File: config.mk
export PLATFORM = sky130hd
export DESIGN_NAME = differentiator
export DESIGN_NICKNAME = d
export VERILOG_FILES = /design/src/rtl/differentiator.sv
export SDC_FILE = /design/constraint.sdc
export NUM_CORES = 1
export LEC_CHECK = 0
export CAP_MARGIN = 15
export CORE_MARGIN = 1
export CORE_UTILIZATION = 60
export DETAILED_ROUTE_END_ITERATION = 8
export GPL_TIMING_DRIVEN = 0
export MAX_ROUTING_LAYER = met4
export PLACE_DENSITY = 0.94
export SLEW_MARGIN = 30
export SYNTH_ARGS = -nofsm -noshare
export SYNTH_HDL_FRONTEND = slang
export SYNTH_SLANG_ARGS = --single-unit
File: constraint.sdc
create_clock -name clk -period 7 [get_ports clk]
set_input_delay 1.4 -clock clk [delete_from_list [all_inputs] [get_ports clk]]
set_output_delay 1.4 -clock clk [all_outputs]
set_load 0.1 [all_outputs]
File: src/rtl/differentiator.sv
// Derivative term of a small PID loop: saturated first difference of the
// error sample, multiplied by K_d through repeated addition, then saturated
// back to a 6-bit signed contribution.
module differentiator (
    input  logic       clk,
    input  logic       rst_n,
    input  logic       ena,
    input  logic [5:0] e,
    input  logic       sample_valid,
    input  logic [5:0] K_d,
    output logic [5:0] d_contrib,
    output logic       d_valid,
    output logic       busy
);

    typedef enum logic [1:0] {IDLE, MUL, DONE} state_t;

    state_t             state, state_nx;
    logic signed [5:0]  e_prev;
    logic signed [5:0]  diff;
    logic [5:0]         cnt;
    logic signed [11:0] acc;
    logic signed [6:0]  diff_raw;
    logic signed [5:0]  diff_sat;
    logic signed [5:0]  acc_sat;
    logic signed [11:0] diff_ext;

    // 7-bit difference cannot wrap; it is clipped to the 6-bit range
    // before it ever reaches the multiplier.
    assign diff_raw = $signed({e[5], e}) - $signed({e_prev[5], e_prev});
    assign diff_ext = $signed({{6{diff[5]}}, diff});
    assign busy     = (state != IDLE);

    // Saturate the raw difference and the final product to -32..31.
    always_comb begin
        diff_sat = diff_raw[5:0];
        if (diff_raw[6] != diff_raw[5])
            diff_sat = diff_raw[6] ? 6'sb100000 : 6'sb011111;
        acc_sat = acc[5:0];
        if (acc > 12'sd31)
            acc_sat = 6'sb011111;
        else if (acc < -12'sd32)
            acc_sat = 6'sb100000;
    end

    // State register.
    always_ff @(posedge clk or negedge rst_n) begin
        if (!rst_n) state <= IDLE;
        else        state <= state_nx;
    end

    // Next-state logic; nothing moves while ena is low.
    always_comb begin
        state_nx = state;
        if (ena) begin
            case (state)
                IDLE: if (sample_valid) state_nx = (K_d == 6'd0) ? DONE : MUL;
                MUL:  if (cnt == 6'd1)  state_nx = DONE;
                DONE: state_nx = IDLE;
                default: state_nx = IDLE;
            endcase
        end
    end

    // Datapath: latch at accept, accumulate in MUL, publish in DONE.
    always_ff @(posedge clk or negedge rst_n) begin
        if (!rst_n) begin
            e_prev    <= '0;
            diff      <= '0;
            cnt       <= '0;
            acc       <= '0;
            d_contrib <= '0;
            d_valid   <= 1'b0;
        end else if (ena) begin
            d_valid <= (state == DONE);
            case (state)
                IDLE: if (sample_valid) begin
                    diff   <= diff_sat;
                    cnt    <= K_d;
                    e_prev <= e;
                    acc    <= '0;
                end
                MUL: begin
                    acc <= acc + diff_ext;
                    cnt <= cnt - 6'd1;
                end
                DONE: d_contrib <= acc_sat;
                default: ;
            endcase
        end else begin
            d_valid <= 1'b0;
        end
    end

endmodule

# Yosys cells after proc, flatten, opt, wreduce, memory -nomap -nowiden
# Cells that the tools add are included.
dict set report word_totals {
  output_inout_bits 8
  in_bits 16
  word_cells 39
  ff_bits 39
}
dict set report classes {
  add_sub_neg 3
  eq_ne 6
  muxes 13
  reduce_logical 8
  n_lt_le_gt_ge 2
}
# operator count
set ops {}
lappend ops {{6-bit two-way mux} 5}
lappend ops {{12-bit case mux with 2 select lines} 1}
lappend ops {{12-bit by 6-bit adder with 12-bit output} 1}
lappend ops {{12-bit by 6-bit greater-than comparator with 1-bit output (second input constant)} 1}
lappend ops {{12-bit by 6-bit less-than comparator with 1-bit output (second input constant)} 1}
lappend ops {{12-bit two-way mux} 1}
lappend ops {{6-bit case mux with 2 select lines} 1}
lappend ops {{3-bit AND reduction} 3}
lappend ops {{6-bit by 6-bit subtractor with 7-bit output} 1}
lappend ops {{6-bit by 1-bit == test with 1-bit output (second input constant)} 1}
lappend ops {{6-bit zero test} 1}
lappend ops {{2-bit two-way mux} 3}
lappend ops {{6-bit by 1-bit subtractor with 6-bit output (second input constant)} 1}
lappend ops {{2-bit != test (second input constant)} 2}
lappend ops {{2-bit case mux with 2 select lines} 1}
lappend ops {{2-bit nonzero test} 2}
lappend ops {{2-bit by 1-bit == test with 1-bit output (second input constant)} 1}
lappend ops {{2-bit == test (second input constant)} 1}
lappend ops {{2-bit zero test} 1}
lappend ops {{2-bit AND reduction} 1}
lappend ops {{1-bit two-way mux} 1}
lappend ops {{1-bit != test} 1}

# Depth between registers and ports, before layout
# Gate-level depths: netlist of run 1.
dict set report logic_depth {
  depth_word 4
  mapped_depth 10
  depth_no_buf 10
}

# Least setup slack after synthesis of run 1
# Ideal clock, no wire load.
dict set report synth_timing {
  path_type {input-to-reg}
  from {input e[0]}
  to {register diff[2]}
  required_time_ps 6845
  t_arrival_ps 3090
  path_buffers 0
  setup_ps 155
  path_stages 10
  path_slack_ps 3756
  path_cell_list {inv_1 > ha_1 > inv_1 > fa_1 > a211oi_1 > nor2_1 > or2_1 > and3_1 > mux2i_1 > o311ai_0}
}
dict set report synth_via {
  elab_chain_len 3
}
# element line_no
set synth_lines {}
lappend synth_lines {{from (decl)} 8} ;# input logic [5:0] e,
lappend synth_lines {{6-bit by 6-bit subtractor with 7-bit output (*)} 30} ;# assign diff_raw = $signed({e[5], e}) - $signed({e_prev[5], e_prev});
lappend synth_lines {{6-bit two-way mux / 1-bit != test (equally long branches)} {38, 37}}
lappend synth_lines {{6-bit two-way mux (*)} 37} ;# if (diff_raw[6] != diff_raw[5])
lappend synth_lines {{to (signal assigned)} 78} ;# diff <= diff_sat;
lappend synth_lines {{to (decl)} 20} ;# logic signed [5:0] diff;
# Mark *: on every way between the ends. The rest lies on a longest branch, timed or not.
# A chain may end at the register's enable or synchronous reset.

# Worst setup path in the final report of run 1
dict set report layout_timing {
  from {register state[0]}
  to {output busy}
}
dict set report layout_via {
  elab_chain_len 1
}
# element line_no
set layout_lines {}
lappend layout_lines {{from (decl)} 18} ;# state_t state, state_nx;
lappend layout_lines {{from (signal assigned)} 49} ;# else state <= state_nx;
lappend layout_lines {{2-bit nonzero test} 32} ;# assign busy = (state != IDLE);
lappend layout_lines {{to (decl)} 13} ;# output logic busy
# No other way between the ends.

==> flow_metrics.env, run 1 <==
export IMPL_status="completed"
export IMPL_synth_top_cell_by_area="dfrtp_1"
export IMPL_portBuffers=22
export IMPL_fmax_mhz=267
export IMPL_critPathSlowestCell="clkdlybuf4s50_1"
export IMPL_grt_pass1_vias=1899
export IMPL_rrSetupSlack_ns=4.53
export IMPL_numCtsBuffers=5
export IMPL_synth_distinct_cells=49
export IMPL_worst_clock_skew_ns=0.00696
export IMPL_layout_common_cells="nand2_1 (39), dfrtp_1 (39), o21ai_0 (30), clkdlybuf4s50_1 (21), ha_1 (19)"
export IMPL_rows=22
export IMPL_met3WireLength_um=259
export IMPL_setup_viol=0
export IMPL_p_leak_uw=0.00130
export IMPL_die_area_sq_um=4330
export IMPL_die_width_um=65.8
export IMPL_grt_usage_pct=27.8
export IMPL_routed_top_layer="met4"
export IMPL_worst_pin_slew_ns=0.960
export IMPL_diodes=0
export IMPL_hold_buffers=0
export IMPL_synth_area_sq_um=2440
export IMPL_slew_headroom_pct=35.8
export IMPL_reg2reg_depth=8
export IMPL_via_count=2104
export IMPL_clk_latency_ns=0.30
export IMPL_vias_per_cell=6.10
export IMPL_clockRootBuffer="clkbuf_8"
export IMPL_drv_slew=0
export IMPL_cts_tree="done"
export IMPL_synth_edf_count=0
export IMPL_startpoint_type="register"
export IMPL_cp_data_arrival_time_ns=2.34
export IMPL_hold_violations=0
export IMPL_grt_max_degree=28
export IMPL_rsz0062_at_grt="no"
export IMPL_cts_resized=0
export IMPL_powerDensity_nw_per_um2=512
export IMPL_dpl_hpwl_um=3900
export IMPL_wl_met2_um=2550
export IMPL_ys_ff_latch=39
export IMPL_finalCritPeriodShare_pct=53.5
export IMPL_fp_dieH_um=65.8
export IMPL_wirelength_um=5250
export IMPL_coreArea_sq_um=3770
export IMPL_routabilityCongestion=0.937
export IMPL_yosys_top_cells_area="dfrtp_1 (40%), ha_1 (9.7%), o21ai_0 (6.2%)"
export IMPL_firstDrtPassIters=4
export IMPL_grt_pass1_wl_um=8600
export IMPL_clock_sinks=39
export IMPL_ys_seq_area_share_pct=40.0
export IMPL_synth_cells=266
export IMPL_wire_per_inst_um=15.2
export IMPL_worst_r2r_endpoint="acc[10]$_DFFE_PN0P_"
export IMPL_clk_path_buf_depth=2
export IMPL_whs_path_depth=2
export IMPL_cp_required_ns=5.60
export IMPL_htreeDepth=2
export IMPL_synth_nets=303
export IMPL_synthFlopType="dfrtp_1"
export IMPL_wl_met1_um=2290
export IMPL_initial_core_util_pct=64.7
export IMPL_area_growth_pct=16.9
export IMPL_timing_final_ws_setup_ns=3.26
export IMPL_cap_violations=0
export IMPL_grt_overflow_total=0
export IMPL_clk_transition_reported_paths_ns=0.07
export IMPL_synth_top_area_share_pct=40.0
export IMPL_drc_errors=0
export IMPL_crit_type="reg -> out"
export IMPL_slowest_delay_ns=1.12
export IMPL_antenna_found_initial=0
export IMPL_drive_above_1_share_pct=6.40
export IMPL_min_to="d_contrib[0]$_DFFE_PN0P_"
export IMPL_num_nets_final=333
export IMPL_synthArstFlopShare_pct=100
export IMPL_syn_mean_instance_area_sq_um=9.18
export IMPL_hold_path_startpoint="d_contrib[0]$_DFFE_PN0P_"
export IMPL_synth_warnings=0
export IMPL_cp_cell_sequence="clkbuf_1, or2_2, clkdlybuf4s50_1"
export IMPL_r2r_start="diff[0]$_DFFE_PN0P_"
export IMPL_finalSetupTns_ns=0
export IMPL_io_pins=24
export IMPL_crit_fanout=10
export IMPL_drtAntennaViolNets=0
export IMPL_drt_iter0_markers=195
export IMPL_preCtsSetupSlack_ns=3.08
export IMPL_fin_crit_ns=3.74
export IMPL_hp_class="reg -> reg"
export IMPL_ir_drop_v=0.000261
export IMPL_cts_setup_buffers=0
export IMPL_end_kind="output port"
through the flow:
stage / hold slack (ns) / power (uW) / cells / area, sq um / utilization [%]
after detailed placement: 0.469 / 1250 / 337 / 2740 / 72.6
after CTS: 0.485 / 1450 / 345 / 2850 / 75.7
after floorplan: 0.454 / 1060 / 266 / 2440 / -
after global routing: 0.501 / 1580 / 345 / 2850 / 75.7
final: 0.480 / 1460 / 345 / 2850 / 75.7
after global placement: 0.458 / 1210 / 336 / 2720 / 72.2
power by group:
group	total, uW	internal, uW	switching, uW
Sequential	419	328	91.6
Clock	195	115	79.5
Combinational	849	322	527
Total	1460	765	698
worst max-delay path, delay by kind of cell (launching register included):
family / cells / cell delay, ns
buffers and inverters: 2 / 1.47
flip-flops: 1 / 0.39
AND/OR/NAND/NOR: 1 / 0.19
registers in the layout (all words and copies together) (netlist names):
signal	flops
acc	12
cnt	6
diff	6
state	2
d_contrib	6
d_valid	1
e_prev	6
cell type report:
class,instances,area [sq um]
buffer,7,27.5
clock buffer,6,82.6
clock inverter,2,35.0
fill,272,917
inverter,13,48.8
multi-input combinational,207,1390
sequential,39,976
tap,48,60.1
timing repair buffer,23,235
Yosys cell counts (all sizes together) (2+ instances only):
library cell	instances
nor3	4
dfrtp	39
clkbuf	6
o311ai	4
o31ai	2
xnor2	4
ha	19
a211o	2
mux2i	5
o21ai	35
o21a	4
a21o	3
xor2	7
a211oi	4
nand2	39
nand3	4
a22o	4
inv	13
fa	2
nand2b	6
o21bai	2
a21oi	15
o211ai	2
o22ai	3
nor3b	2
and3	2
a2111oi	2
nor2	15
or2	2
nor4	2
worst max path at each step:
stage                               from  slack [ns]  cells past startpoint                   to
floorplan                           e[0]        3.76                     10  diff[2]$_DFFE_PN0P_
global placement                    e[0]        3.17                     11  diff[2]$_DFFE_PN0P_
detailed placement                  e[0]        3.08                     11  diff[0]$_DFFE_PN0P_
CTS                 state[0]$_DFFE_PN0P_        3.27                      3                 busy
global route        state[0]$_DFFE_PN0P_        3.21                      3                 busy
finish              state[0]$_DFFE_PN0P_        3.26                      3                 busy
kinds of logic after synthesis:
group / Yosys count / share of synthesized area (%)
compound gates: 88 / 24.0
simple gates: 82 / 15.5
xor+xnor: 11 / 3.95
buf+inv: 20 / 3.13
flops: 39 / 40.0
mux: 5 / 2.05
fa+ha+maj: 21 / 11.4
metal layers:
| layer | up-vias | GRT usage [%] |
|---|---|---|
| met5 | - | - |
| met4 | 0 | 11.4 |
| met3 | 24 | 5.52 |
| met2 | 64 | 44.4 |
| met1 | 987 | 34.5 |
| li1 | 1029 | - |
(Power assumes the default switching activity.)
==> run 2, diff against run 1 <==
--- a/config.mk
+++ b/config.mk
@@ -7,11 +7,11 @@
 export LEC_CHECK = 0
 export CAP_MARGIN = 15
 export CORE_MARGIN = 1
-export CORE_UTILIZATION = 60
+export CORE_UTILIZATION = 57
 export DETAILED_ROUTE_END_ITERATION = 8
 export GPL_TIMING_DRIVEN = 0
 export MAX_ROUTING_LAYER = met4
-export PLACE_DENSITY = 0.94
+export PLACE_DENSITY = 0.91
 export SLEW_MARGIN = 30
 export SYNTH_ARGS = -nofsm -noshare
 export SYNTH_HDL_FRONTEND = slang
==> constraint.sdc (replaced) <==
create_clock -name clk -period 3.7 [get_ports clk]
set_input_delay 0.74 -clock clk [delete_from_list [all_inputs] [get_ports clk]]
set_output_delay 0.74 -clock clk [all_outputs]
set_load 0.1 [all_outputs]
==> run 2 against run 1 <==
Non-clock buffer count stayed put. Critical path depth stayed put. Largest power group unchanged. Worst setup slack worse by 2.7 ns. Register-to-register slack worse by 3.3 ns. Global-route usage is 2.5 points lower. Sequential power is 88% higher. Via count is 4.9% lower. Sequential share of layout area hardly changed.
==> flow_metrics.env, run 2 (same netlist as run 1, synthesis figures left out) <==
export IMPL_area_growth_pct=16.8
export IMPL_p_sw_uw=1300
export IMPL_grt_pass1_vias=1843
export IMPL_top_register="acc"
export IMPL_cts_resized=0
export IMPL_multi_input_area_sq_um=1390
export IMPL_die_width_um=67.4
export IMPL_crit_type="reg -> out"
export IMPL_p_leak_uw=0.00129
export IMPL_p_clk_share_pct=13.1
export IMPL_grtUsageMet2_pct=38.3
export IMPL_grt_usage_pct=25.3
export IMPL_routabilityCongestion=0.871
export IMPL_fillers=303
export IMPL_grt_max_degree=26
export IMPL_wire_per_inst_um=14.2
export IMPL_clk_latency_ns=0.31
export IMPL_clockRootBuffer="clkbuf_8"
export IMPL_worst_pin_slew_ns=0.965
export IMPL_use_met1_pct=31.3
export IMPL_clock_sinks=39
export IMPL_grt_pass1_wl_um=8040
export IMPL_busiest_layer="met2"
export IMPL_die_area_sq_um=4550
export IMPL_dp_cells=339
export IMPL_crit_fanout=10
export IMPL_cp_required_ns=2.96
export IMPL_p_sw_share_pct=47.6
export IMPL_cts_tree="done"
export IMPL_finalCritPeriodShare_pct=84.1
export IMPL_wirelength_um=4930
export IMPL_clk_path_buf_depth=2
export IMPL_largest_reg_flops=12
export IMPL_comb_power_share_pct=58.0
export IMPL_finalSetupTns_ns=0
export IMPL_fin_cells=347
export IMPL_cap_violations=0
export IMPL_rsz0062_at_grt="no"
export IMPL_firstDrtPassIters=4
export IMPL_htreeDepth=2
export IMPL_status="completed"
export IMPL_numCtsBuffers=5
export IMPL_intPower_uw=1430
export IMPL_dpl_hpwl_um=3740
export IMPL_vias_per_cell=5.77
export IMPL_fmax_mhz=321
export IMPL_coreArea_sq_um=4060
export IMPL_grtUsageMet3_pct=7.43
export IMPL_powerDensity_nw_per_um2=957
export IMPL_fin_crit_ns=3.11
export IMPL_seq_area_sq_um=976
export IMPL_num_nets_final=333
export IMPL_portBuffers=22
export IMPL_slew_headroom_pct=35.5
export IMPL_drc_errors=0
export IMPL_worst_clock_skew_ns=0.00495
export IMPL_antenna_found_initial=0
export IMPL_diodes=0
export IMPL_hold_buffers=0
export IMPL_drtAntennaViolNets=0
export IMPL_rows=23
export IMPL_grt_overflow_total=0
export IMPL_drt_iter0_markers=88
export IMPL_io_pins=24
export IMPL_pwr_share_seq_pct=28.9
export IMPL_clk_transition_reported_paths_ns=0.08
export IMPL_drv_slew=0
export IMPL_initial_core_util_pct=60.2
export IMPL_cp_data_arrival_time_ns=2.37
export IMPL_layout_common_cells="nand2_1 (39), dfrtp_1 (39), o21ai_0 (30), clkdlybuf4s50_1 (21), ha_1 (19)"
export IMPL_power_uw=2730
export IMPL_ir_drop_v=0.000387
export IMPL_hp_class="in -> async"
export IMPL_fp_dieH_um=67.4
export IMPL_drive_above_1_share_pct=6.40
export IMPL_cts_setup_buffers=0
export IMPL_hold_violations=0
export IMPL_via_count=2001
export IMPL_startpoint_type="register"
export IMPL_end_kind="output port"
export IMPL_setup_viol=0
-- run 2: cell count changes in the layout (fill, tap and decap cells not counted), sizes merged --
cell,before,now
clkbuf,12,11
clkinv,1,2
-- run 2: power groups by stage --
stage / Sequential (uW) / Combinational (uW) / Clock [uW]
detailed placement: 793 / 1570 / 0
global route: 818 / 1750 / 376
finish: 787 / 1580 / 358
floorplan: 973 / 1040 / 0
global placement: 780 / 1520 / 0
CTS: 786 / 1580 / 361
-- run 2: worst paths after layout --
check                                         start                  endpoint  slack (ns)  cells after the start
min reg2reg                d_contrib[5]$_DFFE_PN0P_  d_contrib[5]$_DFFE_PN0P_        0.48                      2
max reg2reg                      acc[0]$_DFFE_PN0P_       acc[10]$_DFFE_PN0P_        1.22                      8
min in group clk           d_contrib[5]$_DFFE_PN0P_  d_contrib[5]$_DFFE_PN0P_        0.48                      2
max                            state[0]$_DFFE_PN0P_                      busy        0.59                      3
min                                           rst_n  d_contrib[3]$_DFFE_PN0P_        0.33                      1
max in group asynchronous                     rst_n       diff[4]$_DFFE_PN0P_        2.92                      2
-- run 2: layout make-up --
cell class	count	share of cell area [%]
sequential	39	34.2
timing repair buffer	23	8.25
buffer	7	0.965
inverter	13	1.71
tap	50	2.19
multi-input combinational	207	48.7
clock buffer	5	2.41
clock inverter	3	1.54
-- run 2: routing by layer --
layer	share of wire (%)	vias to the layer above
met5	0	-
met4	2.9	0
met3	3.6	12
met2	47	38
met1	46	930
li1	-	1021
-- run 2: stage by stage --
step                utilization, %  setup WS [ns]  instance area, sq um  hold slack [ns]
finish                        70.3          0.589                  2850            0.329
global route                  70.3          0.518                  2850            0.351
CTS                           70.3          0.598                  2850            0.337
detailed placement            67.5          0.474                  2740            0.469
global placement              67.1          0.536                  2720            0.460
floorplan                        -           1.12                  2440            0.444
-- run 2: worst max-delay path, cell delays in order (launching register included) --
cell	delay [ns]
dfrtp_1	0.41
clkbuf_1	0.35
or2_2	0.18
clkdlybuf4s50_1	1.12
